`config.mk`:
```
export PLATFORM = sky130hd
export DESIGN_NAME = writeback_unit
export DESIGN_NICKNAME = d
export VERILOG_FILES = /design/src/rtl/simple_isa_pkg.sv /design/src/rtl/wb_decode.sv /design/src/rtl/writeback_unit.sv
export SDC_FILE = /design/constraint.sdc
export NUM_CORES = 1
export LEC_CHECK = 0
export CAP_MARGIN = 20
export CORE_ASPECT_RATIO = 0.8
export CORE_MARGIN = 2
export CORE_UTILIZATION = 38
export CTS_CLUSTER_SIZE = 8
export DETAILED_ROUTE_END_ITERATION = 12
export HOLD_SLACK_MARGIN = 0.02
export PLACE_DENSITY = 0.77
export SYNTH_ARGS = -nofsm -noshare
export SYNTH_HDL_FRONTEND = slang
export SYNTH_SLANG_ARGS = --single-unit
```
`constraint.sdc`:
```
create_clock -name clock -period 1.8 [get_ports clock]
set_input_delay 0.36 -clock clock [delete_from_list [all_inputs] [get_ports clock]]
set_output_delay 0.36 -clock clock [all_outputs]
set_load 0.03 [all_outputs]
```
`src/rtl/simple_isa_pkg.sv`:
```
// Shared ISA definitions for the writeback path: instruction classes, opcodes,
// phase bit indices and the writeback state/source encodings.
package simple_isa_pkg;

  localparam int unsigned WB_DATA_W  = 16;
  localparam int unsigned WB_REG_AW  = 3;
  localparam int unsigned WB_CMD_W   = 16;
  localparam int unsigned WB_PHASE_W = 5;

  localparam logic [1:0] CLS_ARITH = 2'b11;
  localparam logic [1:0] CLS_LD    = 2'b00;
  localparam logic [1:0] CLS_ST    = 2'b01;
  localparam logic [1:0] CLS_IMM   = 2'b10;

  localparam logic [3:0] OP_ADD  = 4'b0000;
  localparam logic [3:0] OP_SUB  = 4'b0001;
  localparam logic [3:0] OP_AND  = 4'b0010;
  localparam logic [3:0] OP_OR   = 4'b0011;
  localparam logic [3:0] OP_XOR  = 4'b0100;
  localparam logic [3:0] OP_CMP  = 4'b0101;
  localparam logic [3:0] OP_MOV  = 4'b0110;
  localparam logic [3:0] OP_SLL  = 4'b1000;
  localparam logic [3:0] OP_SLR  = 4'b1001;
  localparam logic [3:0] OP_SRL  = 4'b1010;
  localparam logic [3:0] OP_SRA  = 4'b1011;
  localparam logic [3:0] OP_IN   = 4'b1100;
  localparam logic [3:0] OP_OUT  = 4'b1101;
  localparam logic [3:0] OP_HLT  = 4'b1111;

  localparam logic [2:0] OP2_LI   = 3'b000;
  localparam logic [2:0] OP2_ADDI = 3'b001;

  localparam int unsigned P1 = 0;
  localparam int unsigned P2 = 1;
  localparam int unsigned P3 = 2;
  localparam int unsigned P4 = 3;
  localparam int unsigned P5 = 4;

  typedef enum logic [1:0] {
    ST_IDLE    = 2'd0,
    ST_DECODED = 2'd1,
    ST_READY   = 2'd2,
    ST_HALTED  = 2'd3
  } wb_state_e;

  typedef enum logic [1:0] {
    SRC_ALU = 2'd0,
    SRC_MEM = 2'd1,
    SRC_IN  = 2'd2,
    SRC_IMM = 2'd3
  } src_sel_e;

endpackage

```
`src/rtl/wb_decode.sv`:
```
// Combinational writeback decode of the latched instruction: write enable,
// destination index, result source, halt flag and the sign-extended immediate.
module wb_decode
  import simple_isa_pkg::*;
#(
  parameter int unsigned DATA_W = WB_DATA_W
) (
  input  logic [WB_CMD_W-1:0]  i_cmd,
  output logic                 o_we_c,
  output logic [WB_REG_AW-1:0] o_wr_idx_c,
  output src_sel_e             o_src_sel_c,
  output logic                 o_is_hlt_c,
  output logic [DATA_W-1:0]    o_imm_c
);

  logic [1:0] w_cls;
  logic [3:0] w_op;
  logic [2:0] w_op2;

  assign w_cls = i_cmd[15:14];
  assign w_op  = i_cmd[7:4];
  assign w_op2 = i_cmd[13:11];

  assign o_imm_c = {{(DATA_W-8){i_cmd[7]}}, i_cmd[7:0]};

  // No-write instructions still present wr=[10:8] and the ALU result
  always_comb begin
    o_we_c      = 1'b0;
    o_wr_idx_c  = i_cmd[10:8];
    o_src_sel_c = SRC_ALU;
    o_is_hlt_c  = 1'b0;
    case (w_cls)
      CLS_ARITH: begin
        case (w_op)
          OP_ADD, OP_SUB, OP_AND, OP_OR, OP_XOR, OP_MOV,
          OP_SLL, OP_SLR, OP_SRL, OP_SRA: o_we_c = 1'b1;
          OP_IN: begin
            o_we_c      = 1'b1;
            o_src_sel_c = SRC_IN;
          end
          OP_HLT:  o_is_hlt_c = 1'b1;
          default: o_we_c     = 1'b0;
        endcase
      end
      CLS_LD: begin
        o_we_c      = 1'b1;
        o_wr_idx_c  = i_cmd[13:11];
        o_src_sel_c = SRC_MEM;
      end
      CLS_ST: o_we_c = 1'b0;
      CLS_IMM: begin
        case (w_op2)
          OP2_LI: begin
            o_we_c      = 1'b1;
            o_src_sel_c = SRC_IMM;
          end
          OP2_ADDI: o_we_c = 1'b1;
          default:  o_we_c = 1'b0;
        endcase
      end
    endcase
  end

endmodule

```
`src/rtl/writeback_unit.sv`:
```
// Register-file write port producer: latches the instruction in p1, samples the
// result in p4 and presents RegWrite/wr/x through p5. Owns the sticky halt flag.
// Optional retired-write counter enabled by defining WB_STATS_EN.
module writeback_unit
  import simple_isa_pkg::*;
#(
  parameter int unsigned DATA_W = WB_DATA_W,
  parameter int unsigned REG_AW = WB_REG_AW
) (
  input  logic                  clock,
  input  logic                  reset,
  input  logic [WB_PHASE_W-1:0] phasecounter,
  input  logic [WB_CMD_W-1:0]   command,
  input  logic [DATA_W-1:0]     alu_result,
  input  logic [DATA_W-1:0]     mem_rdata,
  input  logic [DATA_W-1:0]     in_data,
  output logic                  RegWrite,
  output logic [REG_AW-1:0]     wr,
  output logic [DATA_W-1:0]     x,
  output logic                  halt
`ifdef WB_STATS_EN
  ,
  output logic [DATA_W-1:0]     wb_count
`endif
);

  wb_state_e             r_state;
  wb_state_e             w_state_nxt;
  logic                  r_regwrite, w_regwrite_nxt;
  logic [REG_AW-1:0]     r_wr, w_wr_nxt;
  logic [DATA_W-1:0]     r_x, w_x_nxt;
  logic                  r_halt, w_halt_nxt;
  logic [WB_CMD_W-1:0]   r_cmd_q, w_cmd_nxt;

  logic                  w_we;
  logic [WB_REG_AW-1:0]  w_wr_idx;
  src_sel_e              w_src_sel;
  logic                  w_is_hlt;
  logic [DATA_W-1:0]     w_imm;
  logic [DATA_W-1:0]     w_result;
  logic                  w_p1, w_p4, w_p5;
  logic                  w_unused_phase;

  assign w_p1 = phasecounter[P1];
  assign w_p4 = phasecounter[P4];
  assign w_p5 = phasecounter[P5];
  assign w_unused_phase = ^phasecounter[P3:P2];

  wb_decode #(.DATA_W(DATA_W)) u_dec (
    .i_cmd       (r_cmd_q),
    .o_we_c      (w_we),
    .o_wr_idx_c  (w_wr_idx),
    .o_src_sel_c (w_src_sel),
    .o_is_hlt_c  (w_is_hlt),
    .o_imm_c     (w_imm)
  );

  always_comb begin
    case (w_src_sel)
      SRC_MEM: w_result = mem_rdata;
      SRC_IN:  w_result = in_data;
      SRC_IMM: w_result = w_imm;
      default: w_result = alu_result;
    endcase
  end

  // Next state and next output values; a p1 in DECODED/READY restarts decode
  always_comb begin
    w_state_nxt    = r_state;
    w_regwrite_nxt = r_regwrite;
    w_wr_nxt       = r_wr;
    w_x_nxt        = r_x;
    w_halt_nxt     = r_halt;
    w_cmd_nxt      = r_cmd_q;
    case (r_state)
      ST_IDLE: begin
        if (w_p1) begin
          w_cmd_nxt   = command;
          w_state_nxt = ST_DECODED;
        end
      end
      ST_DECODED: begin
        if (w_p1) begin
          w_regwrite_nxt = 1'b0;
          w_cmd_nxt      = command;
        end else if (w_p4) begin
          w_wr_nxt = REG_AW'(w_wr_idx);
          w_x_nxt  = w_result;
          if (w_is_hlt) begin
            w_regwrite_nxt = 1'b0;
            w_halt_nxt     = 1'b1;
            w_state_nxt    = ST_HALTED;
          end else begin
            w_regwrite_nxt = w_we;
            w_state_nxt    = ST_READY;
          end
        end
      end
      ST_READY: begin
        if (w_p1) begin
          w_regwrite_nxt = 1'b0;
          w_cmd_nxt      = command;
          w_state_nxt    = ST_DECODED;
        end else if (w_p5) begin
          w_regwrite_nxt = 1'b0;
          w_state_nxt    = ST_IDLE;
        end
      end
      ST_HALTED: begin
        w_regwrite_nxt = 1'b0;
        w_halt_nxt     = 1'b1;
      end
      default: w_state_nxt = ST_IDLE;
    endcase
  end

  always_ff @(posedge clock or negedge reset) begin
    if (!reset) begin
      r_state    <= ST_IDLE;
      r_regwrite <= 1'b0;
      r_wr       <= '0;
      r_x        <= '0;
      r_halt     <= 1'b0;
      r_cmd_q    <= '0;
    end else begin
      r_state    <= w_state_nxt;
      r_regwrite <= w_regwrite_nxt;
      r_wr       <= w_wr_nxt;
      r_x        <= w_x_nxt;
      r_halt     <= w_halt_nxt;
      r_cmd_q    <= w_cmd_nxt;
    end
  end

  assign RegWrite = r_regwrite;
  assign wr       = r_wr;
  assign x        = r_x;
  assign halt     = r_halt;

`ifdef WB_STATS_EN
  logic [DATA_W-1:0] r_wb_count;
  logic              w_cnt_inc;

  // Counts each p4 edge that launches a write; wraps naturally
  assign w_cnt_inc = (r_state == ST_DECODED) && !w_p1 && w_p4 && w_we && !w_is_hlt;

  always_ff @(posedge clock or negedge reset) begin
    if (!reset) begin
      r_wb_count <= '0;
    end else if (w_cnt_inc) begin
      r_wb_count <= r_wb_count + DATA_W'(1);
    end
  end

  assign wb_count = r_wb_count;
`endif

endmodule

```
=== Word level (Yosys, flattened, before mapping) ===
Cells that the tools add are included.

* Equal/unequal tests: 27
* Multiplexer cells: 27
* Bitwise operators: 1
* Reduce and logical (&&, ||, !) cells: 15

{| class="wikitable"
|+ Operators with widths
! kind !! number
|-
| $pmux 16 s3 || 1
|-
| $eq 4x4->1 const B || 6
|-
| $mux 2 || 7
|-
| $mux 1 || 13
|-
| $eq 2x2->1 const B || 6
|-
| $pmux 2 s3 || 2
|-
| $reduce_or 11->1 || 1
|-
| $eq 4x2->1 const B || 2
|-
| $eq 4x3->1 const B || 2
|-
| $eq 2x1->1 const B || 3
|-
| $ne 2x2->1 const B || 3
|-
| $ne 3x3->1 const B || 2
|-
| $reduce_and 3->1 || 2
|-
| $reduce_bool 3->1 || 2
|-
| $reduce_and 5->1 || 1
|-
| $eq 4x1->1 const B || 1
|-
| $logic_not 2->1 || 2
|-
| $logic_not 4->1 || 1
|-
| $pmux 1 s4 || 1
|-
| $reduce_and 4->1 || 1
|-
| $eq 3x1->1 const B || 1
|-
| $logic_not 3->1 || 1
|-
| $mux 3 || 1
|-
| $pmux 1 s3 || 1
|-
| 7 further kinds || 7
|}

* Register bits: 39
* Bits of input ports: 71
* Word-level logic and storage cells: 76

=== Logic depth before layout (Yosys ltp) ===
* Word-level depth: 8
* Mapped depth: 8
* Depth with buffers taken out: 6

=== Hierarchy ===
Synthesis repeated with hierarchy kept, for this count alone.

* Cell total of the unflattened synthesis: 163
* Area total of the unflattened synthesis: 2263.4 µm²

{| class="wikitable"
|+ Modules (own cells, without submodules)
! module !! times used !! area each (µm²) !! seq. area each (µm²) !! cells an instance
|-
| writeback_unit || 1 || 2025.7 || 975.9 || 131
|-
| wb_decode || 1 || 237.7 || 0.0 || 32
|}

=== Least setup slack after synthesis ===
OpenSTA, ideal clock, no wires.

* Path type: register to register
* Start: reg r_state[1]
* End: reg r_x[12] (netlist: x[12])
* Buffers on the path: 1
* Data required time: 1666 ps
* Period minus slack after synthesis: 1815 ps
* Arrival time: 1681 ps
* Slack: -15 ps
* Cell stages (with the launch flop): 8
* Path through: dfrtp_1 > inv_1 > ha_1 > and3b_1 > clkbuf_1 > o31a_1 > a21boi_2 > a221oi_2

* Cells in the longest elaborated chain, start to end: 2

{| class="wikitable"
|+ RTL lines
! item !! line !! text
|-
| from (decl) || writeback_unit.sv:27 || <nowiki>wb_state_e r_state;</nowiki>
|-
| from (signal assigned) || writeback_unit.sv:126 || <nowiki>r_state <= w_state_nxt;</nowiki>
|-
| $eq 2x1->1 || writeback_unit.sv:75 || <nowiki>case (r_state)</nowiki>
|-
| $reduce_and 3->1 (no source line) || n/a ||
|-
| to (signal assigned) || writeback_unit.sv:129 || <nowiki>r_x <= w_x_nxt;</nowiki>
|-
| to (decl) || writeback_unit.sv:31 || <nowiki>logic [DATA_W-1:0] r_x, w_x_nxt;</nowiki>
|}

Every way passes these cells.
A chain may end at the register's enable or synchronous reset.

=== Final worst setup path ===
* Start: reg r_cmd_q[12]
* End: reg r_x[2] (netlist: x[2])

* Cells in the longest elaborated chain, start to end: 5
* Elaborated cells between the ends (all ways): 7
* Classes of those cells: eq/ne (3); mux (3); reduce/logical (1)

{| class="wikitable"
|+ RTL lines
! item !! line !! text
|-
| from (decl) || writeback_unit.sv:33 || <nowiki>logic [WB_CMD_W-1:0] r_cmd_q, w_cmd_nxt;</nowiki>
|-
| from (signal assigned) || writeback_unit.sv:131 || <nowiki>r_cmd_q <= w_cmd_nxt;</nowiki>
|-
| $logic_not 3->1 (*) || wb_decode.sv:52 || <nowiki>case (w_op2)</nowiki>
|-
| $mux 2 (*) || wb_decode.sv:52 ||
|-
| $pmux 2 s3 (*) || wb_decode.sv:32 || <nowiki>case (w_cls)</nowiki>
|-
| $eq 2x2->1 or $eq 2x1->1 (tied branches) || writeback_unit.sv:59 || <nowiki>case (w_src_sel)</nowiki>
|-
| $pmux 16 s3 (*) || writeback_unit.sv:59 ||
|}

Mark *: on every way between the ends. The rest lies on a longest branch, timed or not.

==> flow_summary_export.csv <==
group,metric,value,unit
setup_path,crit_required,2.00,ns
sta,slew_headroom,0.664,
yosys,synth_cells,190,
drt,vias,1926,
clocking,cts_tree,"yes",
drt,drc,0,
yosys,synth_mux_area_frac,0.110,
clocking,path_clk_slew,0.08,ns
sta,fmax,583,MHz
setup_path,critPathMaxFanout,7,
setup_path,r2r_cells,4,
yosys,synthSimpleGateAreaFrac,0.117,
power_and_ir_drop,leakage,1.32,nW
setup_path,cp_num_buf_inv,0,
yosys,synth_nets,265,
global_route,gr-total-overflow,0,
yosys,synth-seq-area-share,0.465,
layout,final_nets,369,
placed_design,portBuffers,89,
clocking,root_buffer,"clkbuf_8",
die,die-area,0.00614,mm2
placed_design,postPlaceCellArea,0.00317,mm2
sta,slew_violations,0,
power_and_ir_drop,swShare,0.377,
sta,finalSetupViolations,0,
setup_path,worstSetupStartpointType,"register",
sta,hold_violations,0,
power_and_ir_drop,vdd.ir_drop.worst,0.729,mV
global_route,grt_max_degree,40,
layout,syn2layout_area_growth,56.7,%
clocking,worstSkewPairLatency,0.28,ns
sta,rsz0062_at_grt,"no",
drt,wl_per_cell,15.9,um
yosys,synth_xor_area_frac,0,
yosys,synth-compound-area-share,0.237,
setup_path,cp.arrival,1.91,ns
setup_path,reg2reg_to,"x[2]",
die,die_w,87.1,um
clocking,cts.sinks,39,
sta,whs,0.121,ns
setup_path,crit_chain,"or3_4 -> nor2_1 -> a222oi_1 -> o21ai_0",
yosys,ys_seq_elements,39,
clocking,ctsResizeCount,0,
global_route,antenna_found_initial,0,
setup_path,critPathKind,"reg -> reg",
yosys,synth_edf_count,0,
global_route,grt_usage,0.189,
yosys,yosysUniqueCellTypes,39,
drt,via_per_inst,5.35,
power_and_ir_drop,switchingPower,1.68,mW
die,io_pins,92,
power_and_ir_drop,power_frac_comb,0.512,
drt,wirelength,5730,um
yosys,yosysWarningCount,0,
yosys,synth_adder_area_share,0.0238,
yosys,synth_top_family_by_area,"compound AO/OA/AOI/OAI gates",
setup_path,r2r_start,"r_cmd_q[12]",
yosys,synth_ff_type,"dfrtp_1",
sta,fin_tns_setup,0,ns
placed_design,place_congestion,0.809,
drt,dr.pass1.iters,4,
sta,finalClockSkew,0.00444,ns
drt,final_antenna_net_count,0,
sta,period_needed,1.72,ns
setup_path,cp-end-kind,"register",
clocking,hold_buffers,0,
power_and_ir_drop,clockPowerShare,0.162,
clocking,clock_tree.buffer_depth,2,
die,core_area,0.00541,mm2
drt,drtIter0Drc,120,
job,max_cap_viol_count,0,
clocking,htreeDepth,2,
clocking,cts_inserted_buffers,5,
layout,antennaDiodeCount,0,
layout,final_area,0.00329,mm2
global_route,first_global_vias,1963,
sta,worstMarginPinSlew,0.502,ns
setup_path,cp_top_family,"simple AND/OR/NAND/NOR gates",
yosys,avgSynthCellArea,11.1,um2
setup_path,rrSetupSlack,0.08,ns
setup_path,max_stage_delay,0.44,ns
clocking,post_cts.repair.setup_buffers,0,
layout,final_util,0.609,
die,rows,24,
yosys,synth.cell_area,0.00210,mm2
sta,finalCritPeriodShare,0.953,
power_and_ir_drop,p_int,2.77,mW
layout,drive_gt1_frac,0.200,
global_route,grt_pass1_wl,9190,um
hold_path,hold_path_class,"in -> async",
die,die_h,70.5,um
power_and_ir_drop,p_seq_frac,0.326,
status,status,"finished, final reports clean",
power_and_ir_drop,powerDensity,1350,mW/mm2
die,start_util,0.388,
yosys,async_flop_share,1.00,
setup_path,cpMaxStageDelayCell,"or3_4",
placed_design,hpwl,4480,um
## layout make-up
class,count,area (um2)
fillers,457,2110
repair buffers,109,1050
multi-input cells,129,1030
flip-flops and latches,39,976
well taps,65,81.3
clock buffers,5,68.8
clock inverters,3,43.8
inverters,10,37.5
## per-stage QoR
step	instances	total power, mW	setup slack [ns]
global placement	352	3.68	-0.0552
finish	360	4.45	0.0838
detailed placement	352	3.74	-0.0895
global route	360	4.72	0.00423
floorplan	190	2.80	0.00861
CTS	360	4.48	0.0308
## worst max-delay path by stage
stage | from | end | slack, ns | cells after the start
2_1_floorplan | r_state[1] | x[10] | 0.009 | 7
3_3_place_gp | phasecounter[0] | x[1] | -0.06 | 5
3_5_place_dp | phasecounter[0] | x[2] | -0.09 | 5
4_1_cts | r_cmd_q[15] | x[2] | 0.03 | 5
5_1_grt | r_state[1] | x[11] | 0.004 | 6
6_report | r_cmd_q[12] | x[2] | 0.08 | 4
## cells by family (layout without fill, tap and decap cells)
| logic type | count (synthesis) | after routing |
|---|---|---|
| compound gates | 60 | 60 |
| simple gates | 44 | 44 |
| flops | 39 | 39 |
| buf+inv | 22 | 127 |
| mux | 21 | 21 |
| fa+ha+maj | 4 | 4 |
## power by group through the flow
stage	Combinational (mW)	Clock [mW]	Sequential [mW]
floorplan	0.954	0	1.85
global placement	2.22	0	1.46
detailed placement	2.28	0	1.47
CTS	2.28	0.742	1.45
global route	2.44	0.786	1.50
finish	2.28	0.720	1.45
## synthesized netlist by cell type, drive strengths merged (2+ instances only)
master | count | area [um2]
dfrtp | 39 | 976
mux2 | 16 | 180
nor2 | 12 | 45.0
o21ai | 11 | 55.1
inv | 10 | 37.5
buf | 9 | 51.3
nor2b | 9 | 56.3
a222oi | 7 | 70.1
a41oi | 7 | 61.3
nand3 | 7 | 35.0
a21oi | 6 | 30.0
nor3 | 6 | 30.0
a221oi | 5 | 68.8
mux2i | 5 | 50.1
o211ai | 5 | 37.5
o221a | 5 | 56.3
a22oi | 4 | 30.0
ha | 4 | 50.1
clkbuf | 3 | 11.3
and3 | 2 | 17.5
nand2 | 2 | 7.51
nand2b | 2 | 12.5
## metal layers
layer  wire length, um  global-route usage
met2              2680               0.304
met4                38              0.0513
met5                 0                   0
met1              2650               0.261
met3               367              0.0378
## state kept, by name (all words and copies together), names as in the netlist
register	count
RegWrite	1
halt	1
r_cmd_q	16
r_state	2
wr	3
x	16
## cell usage in the layout, fill, tap and decap left out, drive strengths merged, types with 7 or more instances in the layout
| cell | synthesis | layout |
|---|---|---|
| buf | 9 | 21 |
| o21ai | 11 | 11 |
| nor2 | 12 | 12 |
| nand3 | 7 | 7 |
| dfrtp | 39 | 39 |
| a41oi | 7 | 7 |
| inv | 10 | 10 |
| clkdlybuf4s50 | 0 | 88 |
| nor2b | 9 | 9 |
| mux2 | 16 | 16 |
| a222oi | 7 | 7 |
Note: power is estimated with default switching activity, not from simulation.
